==> config.mk <==
export PLATFORM = sky130hd
export DESIGN_NAME = tx_sched_dispatch
export DESIGN_NICKNAME = d
export VERILOG_FILES = /design/src/rtl/tx_sched_dispatch.sv
export SDC_FILE = /design/constraint.sdc
export NUM_CORES = 1
export LEC_CHECK = 0
export ABC_AREA = 1
export CORE_MARGIN = 2
export CORE_UTILIZATION = 36
export DETAILED_ROUTE_END_ITERATION = 10
export MAX_ROUTING_LAYER = met4
export PLACE_DENSITY = 0.6
export SYNTH_ARGS = -nofsm -noshare
export SYNTH_HDL_FRONTEND = slang
export SYNTH_SLANG_ARGS = --single-unit
==> constraint.sdc <==
create_clock -name clk -period 2.4 [get_ports clk]
set_clock_uncertainty 0.1 [all_clocks]
set_input_delay 0.48 -clock clk [delete_from_list [all_inputs] [get_ports clk]]
set_output_delay 0.48 -clock clk [all_outputs]
set_load 0.02 [all_outputs]
==> src/rtl/tx_sched_dispatch.sv <==
// tx_sched_dispatch
// Accepts one flow record at a time from the scheduler and dispatches it
// to the retransmit, pure-ACK and data-send engines in rt > ack > data
// priority order. It waits for the payload engine to complete any data
// job, then returns a flag-update command to the scheduler.
//
// Flat port layouts:
//   sched_tx_req_data   = {flowid[FLOWID_W-1:0], rt_flag, ack_flag, data_flag}
//   tx_sched_update_cmd = {flowid[FLOWID_W-1:0], rt_psc[1:0], ack_psc[1:0], data_psc[1:0]}
//   *_psc encodings: 2'b00 no-change, 2'b01 set, 2'b10 clear
module tx_sched_dispatch #(
   parameter int CNT_W    = 32,
   parameter int FLOWID_W = 16
) (
   input  logic                  clk,
   input  logic                  rst,
   input  logic                  sched_tx_req_val,
   input  logic [FLOWID_W+2:0]   sched_tx_req_data,
   output logic                  tx_sched_req_rdy,
   output logic                  rt_req_val,
   output logic [FLOWID_W-1:0]   rt_req_flowid,
   input  logic                  rt_req_rdy,
   output logic                  ack_req_val,
   output logic [FLOWID_W-1:0]   ack_req_flowid,
   input  logic                  ack_req_rdy,
   output logic                  data_req_val,
   output logic [FLOWID_W-1:0]   data_req_flowid,
   input  logic                  data_req_rdy,
   input  logic                  data_resp_val,
   input  logic                  data_resp_more,
   output logic                  data_resp_rdy,
   output logic                  tx_sched_update_val,
   output logic [FLOWID_W+5:0]   tx_sched_update_cmd,
   input  logic                  sched_tx_update_rdy,
   output logic [CNT_W-1:0]      rt_cnt,
   output logic [CNT_W-1:0]      ack_cnt,
   output logic [CNT_W-1:0]      data_cnt
);

   localparam logic [1:0] FLAG_NO_CHANGE = 2'b00;
   localparam logic [1:0] FLAG_SET       = 2'b01;
   localparam logic [1:0] FLAG_CLEAR     = 2'b10;

   typedef enum logic [2:0] {
      IDLE      = 3'd0,
      DISP_RT   = 3'd1,
      DISP_ACK  = 3'd2,
      DISP_DATA = 3'd3,
      WAIT_DATA = 3'd4,
      UPDATE    = 3'd5
   } state_t;

   state_t                state_r;
   state_t                state_s;
   logic [FLOWID_W-1:0]   flowid_r;
   logic                  pend_rt_r, pend_ack_r, pend_data_r;
   logic                  svc_rt_r, svc_ack_r, svc_data_r;
   logic                  more_r;
   logic                  req_rdy_r, rt_val_r, ack_val_r, data_val_r;
   logic                  resp_rdy_r, upd_val_r;
   logic [CNT_W-1:0]      rt_cnt_r, ack_cnt_r, data_cnt_r;
   logic [1:0]            rt_field_s, ack_field_s, data_field_s;

   logic accept_s, rt_hs_s, ack_hs_s, data_hs_s, resp_hs_s, upd_hs_s;
   logic in_rt_s, in_ack_s, in_data_s;

   assign in_rt_s   = sched_tx_req_data[2];
   assign in_ack_s  = sched_tx_req_data[1];
   assign in_data_s = sched_tx_req_data[0];

   // Handshakes are qualified by the registered valid/ready outputs, which
   // always mirror the current state.
   assign accept_s  = sched_tx_req_val    & req_rdy_r;
   assign rt_hs_s   = rt_val_r            & rt_req_rdy;
   assign ack_hs_s  = ack_val_r           & ack_req_rdy;
   assign data_hs_s = data_val_r          & data_req_rdy;
   assign resp_hs_s = data_resp_val       & resp_rdy_r;
   assign upd_hs_s  = upd_val_r           & sched_tx_update_rdy;

   // Next-state selection: walk the pending jobs in rt > ack > data order.
   always_comb begin
      state_s = state_r;
      case (state_r)
         IDLE: begin
            if (accept_s) begin
               if (in_rt_s)        state_s = DISP_RT;
               else if (in_ack_s)  state_s = DISP_ACK;
               else if (in_data_s) state_s = DISP_DATA;
               else                state_s = UPDATE;
            end else begin
               state_s = IDLE;
            end
         end
         DISP_RT: begin
            if (rt_hs_s) begin
               if (pend_ack_r)       state_s = DISP_ACK;
               else if (pend_data_r) state_s = DISP_DATA;
               else                  state_s = UPDATE;
            end else begin
               state_s = DISP_RT;
            end
         end
         DISP_ACK: begin
            if (ack_hs_s) begin
               if (pend_data_r) state_s = DISP_DATA;
               else             state_s = UPDATE;
            end else begin
               state_s = DISP_ACK;
            end
         end
         DISP_DATA: begin
            if (data_hs_s) state_s = WAIT_DATA;
            else           state_s = DISP_DATA;
         end
         WAIT_DATA: begin
            if (resp_hs_s) state_s = UPDATE;
            else           state_s = WAIT_DATA;
         end
         UPDATE: begin
            if (upd_hs_s) state_s = IDLE;
            else          state_s = UPDATE;
         end
         default: state_s = IDLE;
      endcase
   end

   // State register plus valid/ready outputs registered from the next state.
   always_ff @(posedge clk) begin
      if (rst) begin
         state_r    <= IDLE;
         req_rdy_r  <= 1'b1;
         rt_val_r   <= 1'b0;
         ack_val_r  <= 1'b0;
         data_val_r <= 1'b0;
         resp_rdy_r <= 1'b0;
         upd_val_r  <= 1'b0;
      end else begin
         state_r    <= state_s;
         req_rdy_r  <= (state_s == IDLE);
         rt_val_r   <= (state_s == DISP_RT);
         ack_val_r  <= (state_s == DISP_ACK);
         data_val_r <= (state_s == DISP_DATA);
         resp_rdy_r <= (state_s == WAIT_DATA);
         upd_val_r  <= (state_s == UPDATE);
      end
   end

   // Latch the accepted record and track which jobs were actually serviced.
   always_ff @(posedge clk) begin
      if (rst) begin
         flowid_r    <= {FLOWID_W{1'b0}};
         pend_rt_r   <= 1'b0;
         pend_ack_r  <= 1'b0;
         pend_data_r <= 1'b0;
         svc_rt_r    <= 1'b0;
         svc_ack_r   <= 1'b0;
         svc_data_r  <= 1'b0;
         more_r      <= 1'b0;
      end else if (accept_s) begin
         flowid_r    <= sched_tx_req_data[FLOWID_W+2:3];
         pend_rt_r   <= in_rt_s;
         pend_ack_r  <= in_ack_s;
         pend_data_r <= in_data_s;
         svc_rt_r    <= 1'b0;
         svc_ack_r   <= 1'b0;
         svc_data_r  <= 1'b0;
         more_r      <= 1'b0;
      end else begin
         if (rt_hs_s)   svc_rt_r   <= 1'b1;
         if (ack_hs_s)  svc_ack_r  <= 1'b1;
         if (data_hs_s) svc_data_r <= 1'b1;
         if (resp_hs_s) more_r     <= data_resp_more;
      end
   end

   // Per-type dispatch counters, advanced only on the job handshake.
   always_ff @(posedge clk) begin
      if (rst) begin
         rt_cnt_r   <= {CNT_W{1'b0}};
         ack_cnt_r  <= {CNT_W{1'b0}};
         data_cnt_r <= {CNT_W{1'b0}};
      end else begin
         if (rt_hs_s)   rt_cnt_r   <= rt_cnt_r   + CNT_W'(1'b1);
         if (ack_hs_s)  ack_cnt_r  <= ack_cnt_r  + CNT_W'(1'b1);
         if (data_hs_s) data_cnt_r <= data_cnt_r + CNT_W'(1'b1);
      end
   end

   // Build the flag-update fields; data stays pending while payload remains.
   always_comb begin
      rt_field_s   = FLAG_NO_CHANGE;
      ack_field_s  = FLAG_NO_CHANGE;
      data_field_s = FLAG_NO_CHANGE;
      if (svc_rt_r)  rt_field_s  = FLAG_CLEAR;
      else           rt_field_s  = FLAG_NO_CHANGE;
      if (svc_ack_r) ack_field_s = FLAG_CLEAR;
      else           ack_field_s = FLAG_NO_CHANGE;
      if (svc_data_r && !more_r) data_field_s = FLAG_CLEAR;
      else                       data_field_s = FLAG_NO_CHANGE;
   end

   assign tx_sched_req_rdy    = req_rdy_r;
   assign rt_req_val          = rt_val_r;
   assign ack_req_val         = ack_val_r;
   assign data_req_val        = data_val_r;
   assign data_resp_rdy       = resp_rdy_r;
   assign tx_sched_update_val = upd_val_r;
   assign rt_req_flowid       = flowid_r;
   assign ack_req_flowid      = flowid_r;
   assign data_req_flowid     = flowid_r;
   assign tx_sched_update_cmd = {flowid_r, rt_field_s, ack_field_s, data_field_s};
   assign rt_cnt              = rt_cnt_r;
   assign ack_cnt             = ack_cnt_r;
   assign data_cnt            = data_cnt_r;

endmodule
==> metrics, run 1 <==
Setup violations, final 0; PortBufs 196; clock insertion delay at the later pin of the skew report 0.42 ns; # DRC 0; initial antenna violation count 0; postcts setup bufs 0; Fin Setup TNS 0 ns; post-synthesis average cell area 6.54 um^2; # fillers 1966; Final #Nets 1261; outcome finished, final reports clean; commonest non-fill, non-tap cell in the layout nand2_1; Area Overhead vs Synth 35.8%; P_leak 0.00394 uW; CTS Buf Count 17; Final Worst Setup Slack 0.259 ns; detail-routed via count per cell 4.59; RSZ-0062 raised after global routing no; Hold Crit Class flop to flop; Cell Chain, Critical Path clkdlybuf4s50_1; Util after Layout 49.4%; largest area contributor in the netlist dfxtp_1; initial DRC count 378; TritonCTS clock tree built; CP max stage cell clkdlybuf4s50_1; Core ar. 0.0193 mm^2; Mapped Area 0.00701 mm^2; Die X 144 um; Final min period 2.14 ns; # diodes 0; arrival time at the worst endpoint 1.56 ns; top cells by area, synth dfxtp_1 (36%), nand2_1 (12%), nor2_1 (12%); final hold vios 0; Vias 6911; Top delay family on crit path buffers and inverters; CP peak stage delay 0.70 ns; Initial Util 36.4%; hold_buf cts 0; crit-path max FO 6; first-pass GRT wire length 31000 um; Gate Count Post-Synth 1072; crit path kind flop to output pin; clk slew on worst S/H paths 0.05 ns; R2R cell count 9; Critical R2R Capture data_cnt[30]$_SDFFE_PP0P_; largest net degree at the start of global routing 36; first-pass iteration count of the detailed router 5; largest vdd supply drop 0.000477 V; routed wire length 19400 um; post-CTS sizing 0; Clock Path Buffers 2; full die area 0.0206 mm^2; vias in the first global route 6202; Die Span Y 144 um; Root Buffer clkbuf_16; gpl congestion 0.865; CTS H-Tree Depth 4; Min-Delay Endpoint more_r$_SDFFE_PP0P_; io pins 200; # rows 51; DRT antenna net count 0; CP required 1.82 ns; CTS sink count 127; dpl ws 0.132 ns; crit start category flop; Remaining Overflow, GRT 0; max-slew violation total from the final report 0; Reg2Reg Launch Point data_cnt[1]$_SDFFE_PP0P_; most frequent cells in the layout nand2_1 (221), nor2_1 (218), clkdlybuf4s50_1 (196); HP Start more_r$_SDFFE_PP0P_; multi-input logic area 0.00341 mm^2; worst hold stages 2; final worst-path cycle share 89.2%; Overall Global Routing Usage 19.4%; WL/cell 12.9 um; Register Area 0.00254 mm^2; share of cells above drive strength 1 7.00%; flops & latches, synth 127; post-synth top area share 36.3%; Synth cell types 37; yosys warns 0; WP buf/inv 1; sequential-to-total area share from yosys stat 36.3%; Max Clk Rate 467 MHz; crit end category output pin; pwr dens 629 mW/mm^2; max cap viols 0; R2R setup slack 0.65 ns; post-DP HPWL 14800 um
flip-flops by register name (all words and copies together) (netlist names):
name	flops
ack_req_flowid	16
rt_req_val	1
data_cnt	32
svc_ack_r	1
tx_sched_update_val	1
pend_ack_r	1
ack_cnt	32
rt_cnt	32
svc_data_r	1
svc_rt_r	1
ack_req_val	1
data_req_val	1
data_resp_rdy	1
pend_data_r	1
state_r	3
more_r	1
tx_sched_req_rdy	1
through the flow:
step	cells	hold WS, ns	area [um^2]	power (uW)
CTS	1507	0.361	9520	6070
detailed placement	1476	0.352	8940	3460
finish	1507	0.362	9520	5990
floorplan	1074	0.332	7020	3070
global route	1507	0.388	9520	6260
global placement	1476	0.351	8940	3450
cells by family (layout without fill, tap and decap cells):
family	count (synthesis)	count (layout)	synth area share, %
simple gates	603	603	39.3
buf+inv	227	395	15.2
flops	127	127	36.3
compound gates	107	107	8.07
xor+xnor	4	4	0.500
fa+ha+maj	3	3	0.536
other cells	1	3	0.0535
cell type report:
| type | instances | share of cell area, % |
|---|---|---|
| well taps | 265 | 3.48 |
| repair buffers | 207 | 21.7 |
| clock buffers | 24 | 4.95 |
| clock inverters | 7 | 1.16 |
| inverters | 157 | 6.19 |
| flip-flops and latches | 127 | 26.7 |
| multi-input cells | 720 | 35.8 |
layer usage:
metal	part of all wire [%]	vias to the layer above	routed length (um)	track usage, %
met3	5.4	24	1050	3.57
met1	47	3065	9040	24.2
met4	1.5	0	289	6.19
li1	-	3626	-	-
met2	46	196	9010	31.7
met5	0	-	0	-
worst max path at each step:
| stage | end | start | slack (ns) | cells past startpoint |
|---|---|---|---|---|
| global route | ack_cnt[0] | ack_cnt[0]$_SDFFE_PP0P_ | 0.20 | 1 |
| CTS | ack_cnt[0] | ack_cnt[0]$_SDFFE_PP0P_ | 0.23 | 1 |
| floorplan | data_cnt[30]$_SDFFE_PP0P_ | data_cnt[1]$_SDFFE_PP0P_ | 0.76 | 8 |
| detailed placement | data_resp_rdy$_SDFF_PP0_ | data_req_rdy | 0.13 | 8 |
| finish | ack_cnt[0] | ack_cnt[0]$_SDFFE_PP0P_ | 0.26 | 1 |
| global placement | data_resp_rdy$_SDFF_PP0_ | data_req_rdy | 0.16 | 8 |
power breakdown:
part	internal, uW	switching, uW	total [uW]
logic	492	607	1100
clock network	1680	918	2590
registers	2200	97.2	2300
total	4370	1620	5990
cells in the mapped netlist (all sizes together):
| cell | number |
|---|---|
| clkbuf | 14 |
| ha | 3 |
| nor3b | 1 |
| conb | 1 |
| nand2 | 231 |
| nor2 | 243 |
| a31oi | 2 |
| o21ai | 49 |
| xor2 | 2 |
| xnor2 | 2 |
| o21a | 9 |
| nand4 | 31 |
| a21oi | 45 |
| buf | 56 |
| and3 | 4 |
| nor3 | 11 |
| o21bai | 2 |
| nand3 | 76 |
| and2 | 1 |
| dfxtp | 127 |
| clkinv | 1 |
| nand3b | 3 |
| or2 | 2 |
| inv | 156 |
Power figures use the tool's default switching activity.
==> run 2: changes to the inputs <==
--- a/config.mk
+++ b/config.mk
@@ -6,6 +6,8 @@
 export NUM_CORES = 1
 export LEC_CHECK = 0
 export ABC_AREA = 1
+export ABC_CLOCK_PERIOD_IN_PS = 2340
+export CORE_ASPECT_RATIO = 0.5
 export CORE_MARGIN = 2
 export CORE_UTILIZATION = 36
 export DETAILED_ROUTE_END_ITERATION = 10
==> constraint.sdc (replaced) <==
create_clock -name clk -period 2.34 [get_ports clk]
set_clock_uncertainty 0.1 [all_clocks]
set_input_delay 0.468 -clock clk [delete_from_list [all_inputs] [get_ports clk]]
set_output_delay 0.468 -clock clk [all_outputs]
set_load 0.02 [all_outputs]
==> metrics, run 2 (synthesized netlist as in run 1, its figures left out) <==
gpl congestion 0.806 (was 0.865); RSZ-0062 raised after global routing no (unchanged); hold_buf cts 0 (unchanged); first-pass iteration count of the detailed router 5 (unchanged); crit-path max FO 7 (was 6); detail-routed via count per cell 4.62 (was 4.59); WL/cell 13.1 um (was 12.9 um); most frequent cells in the layout nand2_1 (221), nor2_1 (218), clkdlybuf4s50_1 (196) (unchanged); CTS sink count 127 (unchanged); Initial Util 36.4% (about the same); share of cells above drive strength 1 7.32% (was 7.00%); # rows 36 (was 51); CP required 1.77 ns (was 1.82 ns); Cell Chain, Critical Path clkdlybuf4s50_1 (unchanged); crit end category output pin (unchanged); placed insts 1478 (was 1476); post-DP HPWL 15000 um (was 14800 um); Seq pwr share 36.9% (was 38.4%); Overall Global Routing Usage 19.6% (was 19.4%); # DRC 0 (unchanged); crit start category flop (unchanged); first-pass GRT wire length 31800 um (was 31000 um); largest net degree at the start of global routing 30 (was 36); TritonCTS clock tree built (unchanged); Final Worst Setup Slack 0.199 ns (was 0.259 ns); CTS Buf Count 17 (unchanged); logic gate share of total power 17.7% (was 18.3%); Core ar. 0.0193 mm^2 (about the same); Root Buffer clkbuf_16 (unchanged); postcts setup bufs 0 (unchanged); initial DRC count 364 (was 378); Vias 6974 (was 6911); Die X 201 um (was 144 um); commonest non-fill, non-tap cell in the layout nand2_1 (unchanged); # fillers 1915 (was 1966); # diodes 0 (unchanged); DRT antenna net count 0 (unchanged); final hold vios 0 (unchanged); Remaining Overflow, GRT 0 (unchanged); CTS H-Tree Depth 4 (unchanged); post-CTS sizing 0 (unchanged); Max Clk Rate 467 MHz; Switching Share 27.5% (was 27.1%); Final min period 2.14 ns; Clock Path Buffers 2 (unchanged); P_leak 0.00396 uW (was 0.00394 uW); crit path kind flop to output pin (unchanged); max-slew violation total from the final report 0 (unchanged); Pint 4630 uW (was 4370 uW); CP peak stage delay 0.67 ns (was 0.70 ns); Psw 1760 uW (was 1620 uW); fin cells 1510 (was 1507); Top delay family on crit path buffers and inverters (unchanged); max cap viols 0 (unchanged); initial antenna violation count 0 (unchanged); Util after Layout 49.7% (was 49.4%); dpl ws 0.177 ns (was 0.132 ns); Hold Crit Class flop to flop (unchanged); PortBufs 196 (unchanged); clk slew on worst S/H paths 0.06 ns (was 0.05 ns); Die Span Y 103 um (was 144 um); outcome finished, final reports clean (unchanged); clock insertion delay at the later pin of the skew report 0.42 ns (about the same); routed wire length 19700 um (was 19400 um); pwr dens 667 mW/mm^2 (was 629 mW/mm^2); Register Area 0.00254 mm^2 (unchanged); multi-input logic area 0.00341 mm^2 (unchanged); worst hold slack 0.359 ns (was 0.362 ns); final worst-path cycle share 91.5%; CP max stage cell clkdlybuf4s50_1 (unchanged); io pins 200 (unchanged); largest vdd supply drop 0.000412 V (was 0.000477 V); Area Overhead vs Synth 36.7% (was 35.8%); Final #Nets 1262 (was 1261); Setup violations, final 0 (unchanged); Fin Setup TNS 0 ns (unchanged); WP buf/inv 1 (unchanged); clock share of power 45.4% (was 43.3%); vias in the first global route 6250 (was 6202); full die area 0.0207 mm^2 (was 0.0206 mm^2); arrival time at the worst endpoint 1.57 ns (was 1.56 ns)
==> run 2: cell types whose count changed in the layout (fill, tap and decap cells not counted), sizes merged <==
cell,before,now
bufinv,3,4
clkinv,5,3
clkinvlp,0,3
clkbuf,24,23
buf,11,12
==> run 2: power by group through the flow <==
stage	sequential, uW	clock, uW	combinational [uW]
6_report	2360	2900	1130
3_3_place_gp	2400	0	1130
4_1_cts	2360	2960	1140
2_1_floorplan	2470	0	681
5_1_grt	2370	3050	1220
3_5_place_dp	2410	0	1140
==> run 2: cell type report <==
| cell class | count | area share [%] |
|---|---|---|
| multi-input cells | 720 | 35.5 |
| flip-flops and latches | 127 | 26.5 |
| well taps | 266 | 3.47 |
| inverters | 157 | 6.15 |
| clock buffers | 23 | 4.99 |
| repair buffers | 208 | 21.7 |
| clock inverters | 9 | 1.63 |
==> run 2: through the flow <==
step / cell area, um^2 / total power [uW]
floorplan: 7020 / 3150
global placement: 8950 / 3530
detailed placement: 8950 / 3550
CTS: 9580 / 6460
global route: 9580 / 6640
finish: 9580 / 6390
==> run 2: per-layer routing <==
metal / wire, um / vias up / track usage [%]
met5: 0 / - / -
met4: 119 / 0 / 5.09
met3: 721 / 15 / 4.30
met2: 9160 / 136 / 31.7
met1: 9730 / 3206 / 25.2
li1: - / 3617 / -
==> run 2: final timing paths <==
path	slack, ns	end	start	depth (start not counted)
worst max-delay path	0.20	ack_cnt[19]	ack_cnt[19]$_SDFFE_PP0P_	1
worst min-delay path	0.36	svc_data_r$_SDFFE_PP0P_	svc_data_r$_SDFFE_PP0P_	2
worst max register to register	0.59	ack_cnt[24]$_SDFFE_PP0P_	ack_cnt[0]$_SDFFE_PP0P_	8
worst min register to register	0.36	svc_data_r$_SDFFE_PP0P_	svc_data_r$_SDFFE_PP0P_	2
